--- config.mk ---
export PLATFORM = sky130hd
export DESIGN_NAME = mux_share_arbiter
export DESIGN_NICKNAME = d
export VERILOG_FILES = /design/src/rtl/mux_share_arbiter.sv
export SDC_FILE = /design/constraint.sdc
export NUM_CORES = 1
export LEC_CHECK = 0
export ABC_AREA = 1
export CORE_MARGIN = 1.5
export CORE_UTILIZATION = 29
export DETAILED_ROUTE_END_ITERATION = 12
export MAX_ROUTING_LAYER = met4
export PLACE_DENSITY = 0.45
export SYNTH_ARGS = -nofsm -noshare
export SYNTH_HDL_FRONTEND = slang
export SYNTH_SLANG_ARGS = --single-unit
--- constraint.sdc ---
create_clock -name clk -period 2.2 [get_ports clk]
set_clock_uncertainty 0.15 [all_clocks]
set_input_delay 0.33 -clock clk [delete_from_list [all_inputs] [get_ports clk]]
set_output_delay 0.33 -clock clk [all_outputs]
set_load 0.1 [all_outputs]
--- src/rtl/mux_share_arbiter.sv ---
// Round-robin owner arbiter for a shared 4:1 datapath mux: registered one-hot
// grant, matching select, and a burst limit so one owner cannot starve the rest.
module mux_share_arbiter #(
    parameter int MAX_BURST = 4,
    parameter int CNT_W     = $clog2(MAX_BURST + 1)
) (
    input  logic             clk,
    input  logic             reset_n,
    input  logic [3:0]       req,
    output logic [3:0]       gnt,
    output logic [1:0]       sel,
    output logic             valid,
    output logic [CNT_W-1:0] owner_cnt
);

    typedef enum logic [0:0] {
        ST_IDLE  = 1'b0,
        ST_OWNED = 1'b1
    } state_t;

    localparam logic [CNT_W-1:0] MAX_CNT  = CNT_W'(MAX_BURST);
    localparam logic [CNT_W-1:0] CNT_ONE  = CNT_W'(1);
    localparam logic [CNT_W-1:0] CNT_ZERO = CNT_W'(0);

    state_t           state_q, state_d;
    logic [1:0]       ptr_q, ptr_d;
    logic [3:0]       gnt_q, gnt_d;
    logic [1:0]       sel_q, sel_d;
    logic             valid_q, valid_d;
    logic [CNT_W-1:0] cnt_q, cnt_d;

    logic [3:0] others_s;
    logic       own_req_s;
    logic       keep_s;
    logic [2:0] pick_all_s;
    logic [2:0] pick_oth_s;

    // Scan from p upward (mod 4); returns {found, index} of the first set bit.
    function automatic logic [2:0] rr_pick(input logic [3:0] r, input logic [1:0] p);
        logic [2:0] res;
        logic [1:0] idx;
        res = 3'b000;
        for (int k = 3; k >= 0; k--) begin
            idx = p + k[1:0];
            if (r[idx]) begin
                res = {1'b1, idx};
            end else begin
                res = res;
            end
        end
        return res;
    endfunction

    // Arbitration candidates for the idle and owned cases.
    always_comb begin
        others_s   = req & ~gnt_q;
        own_req_s  = req[sel_q];
        keep_s     = own_req_s && ((cnt_q < MAX_CNT) || (others_s == 4'b0000));
        pick_all_s = rr_pick(req, ptr_q);
        pick_oth_s = rr_pick(others_s, ptr_q);
    end

    // Next-state and registered-output logic.
    always_comb begin
        state_d = state_q;
        ptr_d   = ptr_q;
        gnt_d   = gnt_q;
        sel_d   = sel_q;
        valid_d = valid_q;
        cnt_d   = cnt_q;
        case (state_q)
            ST_IDLE: begin
                if (pick_all_s[2]) begin
                    state_d = ST_OWNED;
                    gnt_d   = 4'b0001 << pick_all_s[1:0];
                    sel_d   = pick_all_s[1:0];
                    valid_d = 1'b1;
                    cnt_d   = CNT_ONE;
                    ptr_d   = pick_all_s[1:0] + 2'd1;
                end else begin
                    state_d = ST_IDLE;
                end
            end
            ST_OWNED: begin
                if (keep_s) begin
                    if (cnt_q < MAX_CNT) begin
                        cnt_d = cnt_q + CNT_ONE;
                    end else begin
                        cnt_d = cnt_q;
                    end
                end else if (pick_oth_s[2]) begin
                    // Release or forced handoff: move straight to the next owner, no bubble.
                    gnt_d = 4'b0001 << pick_oth_s[1:0];
                    sel_d = pick_oth_s[1:0];
                    cnt_d = CNT_ONE;
                    ptr_d = pick_oth_s[1:0] + 2'd1;
                end else begin
                    state_d = ST_IDLE;
                    gnt_d   = 4'b0000;
                    valid_d = 1'b0;
                    cnt_d   = CNT_ZERO;
                end
            end
            default: begin
                state_d = ST_IDLE;
                gnt_d   = 4'b0000;
                valid_d = 1'b0;
                cnt_d   = CNT_ZERO;
            end
        endcase
    end

    // State and output registers with asynchronous reset.
    always_ff @(posedge clk or negedge reset_n) begin
        if (!reset_n) begin
            state_q <= ST_IDLE;
            ptr_q   <= 2'd0;
            gnt_q   <= 4'b0000;
            sel_q   <= 2'd0;
            valid_q <= 1'b0;
            cnt_q   <= CNT_ZERO;
        end else begin
            state_q <= state_d;
            ptr_q   <= ptr_d;
            gnt_q   <= gnt_d;
            sel_q   <= sel_d;
            valid_q <= valid_d;
            cnt_q   <= cnt_d;
        end
    end

    assign gnt       = gnt_q;
    assign sel       = sel_q;
    assign valid     = valid_q;
    assign owner_cnt = cnt_q;

endmodule

Yosys cells after proc, flatten, opt, wreduce, memory -nomap -nowiden
Index checks and enable logic that the tools add are counted.

Register bits: 13. Input port bits: 6. Output and inout port bits: 10. Logic and storage cells: 86.

Add/sub/neg operators: 6. Order comparisons: 6. Eq/ne operators: 5. Shift operators: 2. Mux-type cells: 51. Bitwise logic cells: 3. Reductions and logical operators: 7.

Operator list (count): 3-bit 2-to-1 mux (11); 1-bit binary-select mux with 2-bit select (9); 1-bit 2-to-1 mux (16); 2-bit by 3-bit less-than comparator with 1-bit output (second input constant) (5); 2-bit 2-to-1 mux (6); 4-bit 2-to-1 mux (3); 2-bit case mux with 2 select lines (2); 4-bit case mux with 2 select lines (1); 1-bit by 2-bit left shift with 4-bit output (first input constant) (2); 2-bit by 1-bit adder with 2-bit output (second input constant) (3); 2-bit inequality test (second input constant) (3); 3-bit case mux with 2 select lines (1); 3-bit AND reduction (2); 2-bit adder (second input constant) (2); 4-bit AND (1); 4-bit logical NOT (1); 4-bit inverter (1); 1-bit case mux with 2 select lines (2); 2-bit AND reduction (2); 3-bit by 1-bit adder with 3-bit output (second input constant) (1); 3-bit less-than comparator (second input constant) (1); 3-bit by 2-bit inequality test with 1-bit output (second input constant) (1); 2-bit by 1-bit inequality test with 1-bit output (second input constant) (1); 1-bit logical AND (1); 2 further kinds (2).

Depth between registers and ports, before layout
Gate-level depths: netlist (run 1).

Depth after elaboration: 12. Gate-level depth with buffers: 16.

Worst setup path after synthesis (run 1)
OpenSTA, ideal clock, no wires.

Kind: register to register. Start point: register gnt_q[1], in the netlist gnt[1]. End point: register ptr_q[0]. Setup time: 0.119 ns. Arrival: 1.979 ns. Data required time: 1.931 ns. Setup slack: -0.048 ns. Cell stages (with the launch flop): 11. Clock period less this slack: 2.248 ns. Path through: dfrtp_1 inv_1 nand2_1 nand4_1 inv_1 o21ai_1 nor2_2 inv_2 nand2_1 inv_1 o21a_1.

Word-level cells in the longest chain between the ends: 12. Elaborated cells between the ends (all ways): 24. Those cells by class: add/sub (1); eq/ne (2); mux (15); bitwise (2); reduce/logical (4).

Ends and longest elaborated chain: start: declaration (line 27) `logic [3:0] gnt_q, gnt_d;`; start signal: assignment (line 125) `gnt_q <= gnt_d;`; 4-bit inverter * (line 56) `others_s = req & ~gnt_q;`; 4-bit AND * (line 56); 1-bit binary-select mux with 2-bit select (line 45) `if (r[idx]) begin`; 1-bit 2-to-1 mux (not written as such) (line 45); 3-bit 2-to-1 mux (4 in series) (line 45); 2-bit by 1-bit adder with 2-bit output (line 96) `ptr_d = pick_oth_s[1:0] + 2'd1;`; 2-bit 2-to-1 mux (line 91) `end else if (pick_oth_s[2]) begin`; 2-bit 2-to-1 mux (line 85) `if (keep_s) begin`; 2-bit case mux with 2 select lines (line 71) `case (state_q)`; end signal: assignment (line 124) `ptr_q <= ptr_d;`; end: declaration (line 26) `logic [1:0] ptr_q, ptr_d;`.

Mark *: on every way between the ends. The rest lies on a longest branch, timed or not. The select of a mux whose other input is x is not followed. A chain may end at the register's enable or synchronous reset.

Worst setup path in the final report (run 1)
Start point: input req[0]. End point: register ptr_q[0].

Word-level cells in the longest chain between the ends: 11. Elaborated cells between the ends (all ways): 40. Those cells by class: add/sub (2); eq/ne (3); mux (30); bitwise (1); reduce/logical (4).

Ends and longest elaborated chain: start: declaration (line 9) `input logic [3:0] req,`; 4-bit AND (line 56); 1-bit binary-select mux with 2-bit select (line 45); 1-bit 2-to-1 mux (not written as such) (line 45); 3-bit 2-to-1 mux (4 in series) (line 45); 2-bit by 1-bit adder with 2-bit output (line 96); 2-bit 2-to-1 mux (line 91); 2-bit 2-to-1 mux (line 85); 2-bit case mux with 2 select lines (line 71).

Several ways; a longest one is shown, not always the timed one. The select of a mux whose other input is x is not followed.

==> results of run 1 <==
-- worst max-delay path: cells and delay by family --
family / cells / cell delay (ps)
buffers and inverters: 4 / 930
and+or+nand+nor: 4 / 510
AOI/OAI and AO/OA: 2 / 280
-- worst paths after layout --
kind / from / to / slack [ps] / cells after the start
max: req[0] / ptr_q[0] / 140 / 10
min: reset_n / sel[0] / 330 / 1
max reg2reg: ptr_q[0] / ptr_q[0] / 290 / 14
min reg2reg: valid / valid / 370 / 2
max in group asynchronous: reset_n / gnt[2] / 1130 / 1
min in group clk: valid / valid / 370 / 2
-- registers in the layout (all words and copies together), names as in the netlist --
register and cells:
ptr_q 2, gnt 4, state_q 1, valid 1, sel 2, owner_cnt 3
-- kinds of logic (layout without fill, tap and decap cells) --
| group | Yosys count | count (layout) | share of synthesized area (%) |
|---|---|---|---|
| AO/OA/AOI/OAI | 22 | 22 | 12.73 |
| flip-flops | 13 | 13 | 29.55 |
| AND/OR/NAND/NOR | 104 | 104 | 40.68 |
| adder cells (fa/ha/maj) | 1 | 1 | 1.136 |
| buffers and inverters | 31 | 58 | 11.93 |
| XOR/XNOR | 2 | 2 | 3.978 |
-- per-layer routing --
metal	up-vias	global-route usage [%]	wire, microns
met5	-	-	0
met4	0	9.309	117
met3	10	1.910	59
met2	16	25.91	1311
met1	505	19.59	1448
li1	605	-	-
-- synthesized netlist by cell type, drive strengths merged --
library cell / number / area, sq um
nand2: 72 / 285.3
inv: 27 / 101.4
nand3: 20 / 100.1
o21ai: 17 / 107.6
dfrtp: 13 / 325.3
nor2: 7 / 31.28
nand4: 4 / 25.02
buf: 3 / 26.27
a21oi: 1 / 5.000
a31oi: 1 / 6.260
clkinv: 1 / 3.750
ha: 1 / 12.51
o211ai: 1 / 7.510
o21a: 1 / 7.510
o22ai: 1 / 6.260
or2: 1 / 6.260
xnor2: 1 / 27.53
xor2: 1 / 16.27
-- layout make-up --
class / instances / share of cell area (%)
Inverter: 28 / 7.460
Multi-Input combinational cell: 129 / 46.00
Sequential cell: 13 / 23.45
Tap cell: 48 / 4.263
Clock buffer: 4 / 3.197
Timing Repair Buffer: 26 / 15.63
-- repair_timing --
action | CTS | global route
endpoints found under the setup margin | 0 | 2
gates resized for setup | 0 | 1
buffers inserted | 0 | 0
-- per-stage QoR --
step	setup TNS (ps)	setup WS, ps	area [sq um]	util, %	hold WS [ps]
CTS	0	139.9	1405	38.38	349.2
global route	0	25.63	1409	38.48	393.5
detailed placement	-451.9	-98.13	1360	37.15	359.5
global placement	-585.1	-148.9	1360	37.15	351.4
finish	0	139.8	1409	38.48	328.6
floorplan	0	87.41	1106	-	-115.6
==> impl_metrics.toml, run 1 <==
[logic_synthesis]
ys.warnings.count = 0
syn-num-nets = 180
mappedNetlistArea_sq_mm = 0.001101
syn_inst = 173
ys_seq_area_share_pct = 29.55
synth_area_per_cell_sq_um = 6.364
ys_ff_latch = 13
yosysUniqueCellTypes = 24

[timing]
hold_violations = 0
drv_slew = 0
period_share_pct = 93.64
rsz0062_at_grt = "no"
slew_headroom_pct = 57.98
setup_viol = 0
max_freq_mhz = 485.4
tightest_slew_ps = 628.3
layout_min_cycle_time_ps = 2060

[cells_and_area]
multiInputGateArea_sq_um = 648.1
most-common-layout-cells = "nand2_1 (66), nand3_1 (20), buf_4 (20)"
ff_latch_area_sq_um = 330.3
layout_commonest_cell = "nand2_1"
antennaDiodeCount = 0
drive_gt1_share_pct = 27.00
fillers = 397
stdcell_count = 248
syn_to_final_growth_pct = 27.95
nets = 208

[place]
globalplace.congestion = 0.8557
port_buffers = 15
place_inst = 244
dpl.hpwl_microns = 2363

[critical_path]
max_stage_delay_ps = 610
criticalPathCategory = "in -> reg"
cp_slowest_cell = "clkdlybuf4s50_1"
crit_arrival_ps = 2050
path_cells = "clkdlybuf4s50_1, nand2_1, nand4_1, inv_1, buf_4, o21ai_2, nand2_1, inv_1, nand2_1, o21a_1"
end_kind = "flop"
required_ps = 2190
cp_max_fo = 6
cp-start-kind = "input port"
cp_common_cell = "nand2_1"

[route]
wl_per_cell_microns = 11.84
antenna_left = 0
avgViaCountPerCell = 4.581
first_pass_iters = 4
drc_errors = 0
routed_wl_microns = 2937
drtIter0Drc = 40
dr_total_vias = 1136

[run_status]
status = "completed"

[die]
rows = 22
pin_count = 16
die_x_microns = 64.62
initial_core_util_pct = 30.08
core_area_sq_mm = 0.003661
die-height_microns = 64.62
die-area_sq_mm = 0.004175

[cts]
cts_root_buf = "clkbuf_8"
cts_num_sinks = 13
cts_inserted_buffers = 3
ctsHoldBuffers = 0
clk_latency_ps = 240
htreeDepth = 1
cts_max_path_buffers = 2
tritoncts = "built"
cts.reportedPaths.clkPinSlew_ps = 60

[global_routing]
grt_pass1_wl_microns = 4974
antenna_found_initial = 0
grt_max_degree = 21
grt_pass1_vias = 1080
track_usage_pct = 16.11
gr-total-overflow = 0

[hold_path]
worstHoldPathType = "in -> async"

[flow_run]
drv_cap = 0
Power of run 1 is left out: the tool's default activity adds up to more than one toggle a clock period on the data nets, which glitch-free logic cannot reach.
==> run 2: changes to the inputs <==
CAP_MARGIN = 20   (was default)
==> results of run 2 <==
No change in the layout: final DEF, timing and power equal those of run 1.
Power of run 2 is left out for the same reason.
==> run 3: changes to the inputs <==
CORE_MARGIN = 4   (was 1.5)
==> impl_metrics.toml, run 3 (same netlist as run 1, synthesis figures left out) <==
[timing]
hold_violations = 0
period_share_pct = 91.80
setup_viol = 0
drv_slew = 0
max_freq_mhz = 495.2
slew_headroom_pct = 59.30
whs_ps = 323.0
layout_min_cycle_time_ps = 2020
rsz0062_at_grt = "no"
tightest_slew_ps = 608.6

[place]
dpl.hpwl_microns = 2388
globalplace.congestion = 0.7633
port_buffers = 15

[critical_path]
cp-start-kind = "input port"
max_stage_delay_ps = 560
criticalPathCategory = "in -> reg"
end_kind = "flop"
cp_slowest_cell = "clkdlybuf4s50_1"
path_cells = "clkdlybuf4s50_1, nand2_1, nand4_1, inv_1, buf_4, o21ai_2, nand2_2, inv_1, nand2_1, o21a_1"
cp_max_fo = 5
crit_arrival_ps = 2000
required_ps = 2180

[global_routing]
antenna_found_initial = 0
grt_max_degree = 20
grt_pass1_vias = 1124
gr-total-overflow = 0
grt_pass1_wl_microns = 5147
track_usage_pct = 13.19

[cts]
cts_max_path_buffers = 2
cts_num_sinks = 13
cts_setup_buffers = 0
tritoncts = "built"
htreeDepth = 1
cts_inserted_buffers = 3
ctsHoldBuffers = 0
post_cts_resized = 0
clk_latency_ps = 240
cts.reportedPaths.clkPinSlew_ps = 60
cts_root_buf = "clkbuf_8"

[die]
core_area_sq_mm = 0.003661
rows = 22
die-height_microns = 69.62
initial_core_util_pct = 30.08
pin_count = 16
die_x_microns = 69.62
die-area_sq_mm = 0.004846

[route]
wl_per_cell_microns = 11.73
dr_total_vias = 1159
first_pass_iters = 4
drtIter0Drc = 57
drc_errors = 0
dr.max_layer_used = "met4"
routed_wl_microns = 2873
antenna_left = 0
wl_met3_microns = 86
avgViaCountPerCell = 4.731
wl_met1_microns = 1335
dr_wl_met2_microns = 1434

[flow_run]
drv_cap = 0

[cells_and_area]
layout_commonest_cell = "nand2_1"
ff_latch_area_sq_um = 330.3
antennaDiodeCount = 0
multiInputGateArea_sq_um = 650.6
most-common-layout-cells = "nand2_1 (65), nand3_1 (20), inv_1 (19)"
largest_reg_flops = 4
syn_to_final_growth_pct = 26.36
fillers = 407
nets = 205
drive_gt1_share_pct = 26.40

[run_status]
status = "completed"

[hold_path]
worstHoldPathType = "in -> async"
[run 3: changes by cell type in the layout (fill, tap and decap cells not counted)]
cell	delta
nand2_1	-1
buf_4	-3
dlymetal6s2s_1	+1
clkdlybuf4s50_1	-1
nand2_2	+1
[run 3: metrics by stage]
| stage | worst slack [ps] | util (%) | instances | cell area (sq um) | setup TNS, ps |
|---|---|---|---|---|---|
| 2_1_floorplan | 87.41 | - | 173 | 1106 | 0 |
| 3_3_place_gp | -182.8 | 36.53 | 241 | 1338 | -397.3 |
| 3_5_place_dp | -194.6 | 36.53 | 241 | 1338 | -413.0 |
| 4_1_cts | 51.76 | 37.76 | 245 | 1383 | 0 |
| 5_1_grt | 22.26 | 38.00 | 245 | 1391 | 0 |
| 6_report | 180.5 | 38.00 | 245 | 1391 | 0 |
[run 3: worst paths after layout]
path,startpoint,to,slack [ps],cells after the start
min in group clk,valid,valid,360,2
max,req[2],ptr_q[0],180,10
max reg2reg,ptr_q[0],ptr_q[0],280,12
min,reset_n,owner_cnt[2],320,1
max in group asynchronous,reset_n,gnt[3],1140,1
min reg2reg,valid,valid,360,2
[run 3: layout make-up]
cell class	instances	area share, %
Sequential cell	13	23.74
Timing Repair Buffer	23	14.39
Multi-Input combinational cell	129	46.76
Clock buffer	4	3.237
Tap cell	48	4.317
Inverter	28	7.554
[run 3: per-layer routing]
layer  up-vias  track usage (%)
li1        603                -
met1       534            16.30
met2        20            22.56
met3         2            1.594
met4         0            3.830
met5         -                -
[run 3: critical path: cells and delay by family]
family | cells | cell delay (ps)
AOI/OAI and AO/OA | 2 | 300
buffers and inverters | 4 | 880
and+or+nand+nor | 4 | 480
Power of run 3 is left out for the same reason.
==> patch 1, RTL diff (settings of run 2) <==
Make the reset (`reset_n`) synchronous in one clocked block. Comments in the files are not updated.
--- a/src/rtl/mux_share_arbiter.sv
+++ b/src/rtl/mux_share_arbiter.sv
@@ -111,7 +111,7 @@
     end
 
     // State and output registers with asynchronous reset.
-    always_ff @(posedge clk or negedge reset_n) begin
+    always_ff @(posedge clk) begin
         if (!reset_n) begin
             state_q <= ST_IDLE;
             ptr_q   <= 2'd0;
Formal check against the unedited RTL: differs if reset_n is asserted again (counterexample within 4 cycles, from zero or initial values and one cycle with reset_n low); with reset_n held inactive, the same outputs for 10 cycles.
==> patch 1 against run 2 <==
- sequential cell count is the same
- die area grew 1.9%
- routed wire length grew 9.2%
- core utilization grew 1.1 points
- count of clock-buffer cells in the layout is the same
- setup slack gained 94 ps
- cell area grew 3.7%
- critical path depth grew 4
- hold slack lost 3.0 ps
- synthesized area grew 1.9%
==> patch 1: results (changes against run 2) <==
| Metric | Value |
|---|---|
| Status | finished, final reports clean |
| DP Wirelength | 2640 microns (+12%) |
| M2 GR Usage | 0.288 (+0.0292) |
| DR WL/cell | 11.8 microns (-0.47%) |
| Worst Hold Path EP | gnt[0] |
| DRT met1 WL | 1540 microns (+6.1%) |
| Initial antenna violation count | 0 (unchanged) |
| Share of cells above drive strength 1 | 0.254 (-0.0155) |
| Largest cells by area after synthesis | nand2_1, dfxtp_1, nand3_1, inv_1, a21oi_1 |
| Synth unique cells | 23 (-4.2%) |
| Setup crit start | ptr_q[0] |
| Top FF cell, synth | dfxtp_1 |
| Worst Min Path Start | gnt[0] |
| Post-synth top cells | nand2_1, nand3_1, inv_1, dfxtp_1 |
| FFs w/ async S/R, synth | 0 (-1.00) |
| CP max FO | 14 (+8) |
| Dpl cells | 268 (+9.8%) |
| Syn nets | 199 (+11%) |
| Uppermost layer routed | met4 |
| Met1 GRT Util | 0.221 (+0.0254) |
| NumNets Final | 232 (+12%) |
| Least-Margin Pin Slew | 310 ps (-318 ps) |
| Flop2flop setup slack | 230 ps (-60 ps) |
| Critical-path top delay cell | dfxtp_1 |
| Worst path max stage delay | 420 ps (-190 ps) |
| Post-Place Cell Area | 1410 sq um (+3.6%) |
| WL met2 | 1600 microns (+22%) |
| Synth Area in Compound Gates | 0.128 (+0.000932) |
| Synth Area per Inst | 5.85 sq um (-8.2%) |
| Worst reg2reg endpoint | owner_cnt[0] |
| Hold Path Class | reg2reg |
| Vias post-DR | 1,269 (+12%) |
| Via/cell ratio | 4.67 (+1.9%) |
| Setup Fix Bufs, Post-CTS | 0 (unchanged) |
| Root Buffer | clkbuf_8 |
| XOR/XNOR share of the synthesized area | 0 (-0.0398) |
| # diodes | 0 (unchanged) |
| Clk buf depth | 2 (unchanged) |
| DR iter-0 viols | 28 (-30%) |
| Clock Latency Late Sink | 240 ps (about the same) |
| Sequential fraction of the synthesis area | 0.232 (-0.0636) |
| # DRC | 0 (unchanged) |
| Worst-path clk slew | 60 ps (about the same) |
| GP Congestion | 0.872 (+1.9%) |
| Mux share of post-synthesis cell area | 0 (unchanged) |
| Crit path max-delay family | simple AND/OR/NAND/NOR gates |
| Worst Path Arrival | 1940 ps (-110 ps) |
| VDD IR-drop max | 0.725 mV |
| Total GRT Usage | 0.171 (+0.0103) |
| GR Util met3 | 0.0154 (-0.00369) |
| Synth Area in Adders | 0.0111 (-0.000215) |
| Pin count of the biggest net entering global routing | 15 (-29%) |
| Met3 routed WL | 55 microns (-6.8%) |
| Vias in the first global route | 1,212 (+12%) |
| First-pass GRT wire length | 5530 microns (+11%) |
patch 1: cell types whose count changed in the layout (fill, tap and decap cells not counted), sizes merged, moves of 8 or more:
| cell | change |
|---|---|
| dfxtp | +13 |
| a21oi | +13 |
| dfrtp | -13 |
| nand2 | +10 |
| nor2 | +8 |
| o21ai | -8 |
patch 1: per-stage QoR:
stage / setup WS (ps) / hold slack [ps] / total power [mW]
2_1_floorplan: 1.55 / 306 / 1.79
3_3_place_gp: -116 / 318 / 2.24
3_5_place_dp: -94.3 / 318 / 2.24
4_1_cts: 165 / 327 / 2.46
5_1_grt: 36.3 / 346 / 2.68
6_report: 234 / 326 / 2.44
patch 1: where the power goes:
group          internal (mW)  switching [mW]  leakage, nW
clock                  0.128          0.0845       0.0228
combinational          0.564            1.26        0.658
sequential             0.324          0.0773        0.109
patch 1: cell type report:
cell class,instances,area [sq um]
well taps,48,60.1
clock buffers,4,45.0
fillers,404,2230
repair buffers,31,265
multi-input cells,151,727
flip-flops and latches,13,265
inverters,25,98.8
==> patch 2, RTL diff (config.mk and constraints of run 2) <==
Made on the original files. Set the parameter `MAX_BURST` to 16 (it was 4).
--- a/src/rtl/mux_share_arbiter.sv
+++ b/src/rtl/mux_share_arbiter.sv
@@ -1,7 +1,7 @@
 // Round-robin owner arbiter for a shared 4:1 datapath mux: registered one-hot
 // grant, matching select, and a burst limit so one owner cannot starve the rest.
 module mux_share_arbiter #(
-    parameter int MAX_BURST = 4,
+    parameter int MAX_BURST = 16,
     parameter int CNT_W     = $clog2(MAX_BURST + 1)
 ) (
     input  logic             clk,
Ports: changed (resized owner_cnt); port bits go from 16 to 18. The function was not compared with the original's and may differ.
==> patch 2 against run 2 <==
- hold slack worse by 100 ps
- highest routed layer unchanged
- critical path depth is 2 higher
- cell area rose by 12%
- routed wire length increased by 5.4%
- sequential share of layout area grew 0.96 points
- synthesized area grew 9.1%
- die area grew 8.7%
- via count grew 6.5%
- core utilization grew 0.87 points
- setup slack better by 67 ps
- critical path type unchanged
- sequential cell count up 2
Power is not shown: default switching activity piles up to over one toggle a cycle in this logic, so the estimate is an artifact.
==> patch 2: results (changes against run 2) <==
| Metric | Value |
|---|---|
| Status | finished, final reports clean |
| Multi-input logic cell count | 143 (+11%) |
| Non-clock buffer share | 0.176 (+0.0202) |
| Worst slew margin | 0.732 (+0.152) |
| DP Wirelength | 2510 microns (+6.2%) |
| Path depth of the worst reg2reg path | 11 (-3) |
| Clock buf/inv share | 0.0294 (-0.00256) |
| FF+latch area | 384 sq um (+16%) |
| Sequential fraction of the synthesis area | 0.313 (+0.0170) |
| Synth unique cells | 26 (+8.3%) |
| DR iter-0 viols | 68 (+70%) |
| Post-synth top cells | nand2_1, nand3_1, inv_1, dfrtp_1, o21ai_0 |
| Worst Path Arrival | 1980 ps (-70 ps) |
| Worst path max stage delay | 420 ps (-190 ps) |
| Pin count of the biggest net entering global routing | 12 (-43%) |
| Total GRT Usage | 0.163 (+0.00212) |
| Multi-input gate area | 728 sq um (+12%) |
| Port Buffers | 17 (+2) |
| Setup WS pre-CTS | -132 ps (-33.6 ps) |
| Clk_buf instances | 3 (-1) |
| DR WL/cell | 11.6 microns (-2.1%) |
| Area Growth Syn to Fin | 31.0% |
| Post-Syn Instances | 181 (+4.6%) |
| WL met2 | 1530 microns (+17%) |
| First-pass GRT wire length | 5500 microns (+11%) |
| Nonclk inv count | 20 (-29%) |
-- patch 2: cell count changes in the layout (fill, tap and decap cells not counted), sizes merged, moves of 2 or more --
cell    delta
nand4      -2
o21ai      -3
nor2       -2
nand3      +3
xor2       +2
buf        +9
dfrtp      +2
inv        -7
nand2     +11
nand3b     +3
a21oi      +2
-- patch 2: critical path: cells and delay by family --
kind            cells  cell delay [ps]
buf+inv             3              620
simple gates        8              870
compound gates      1              160
-- patch 2: final timing paths --
path,endpoint,start
max,ptr_q[0],req[3]
min,owner_cnt[2],reset_n
max reg2reg,ptr_q[0],ptr_q[0]
min reg2reg,valid,valid
max in group asynchronous,ptr_q[0],reset_n
min in group clk,valid,valid
-- patch 2: cells by family (layout without fill, tap and decap cells) --
logic type,after synthesis,count (layout),synth area share
xor+xnor,4,4,0.0448
simple gates,118,118,0.450
fa+ha+maj,1,1,0.0104
buf+inv,23,59,0.0875
flops,15,15,0.313
compound gates,20,20,0.0948
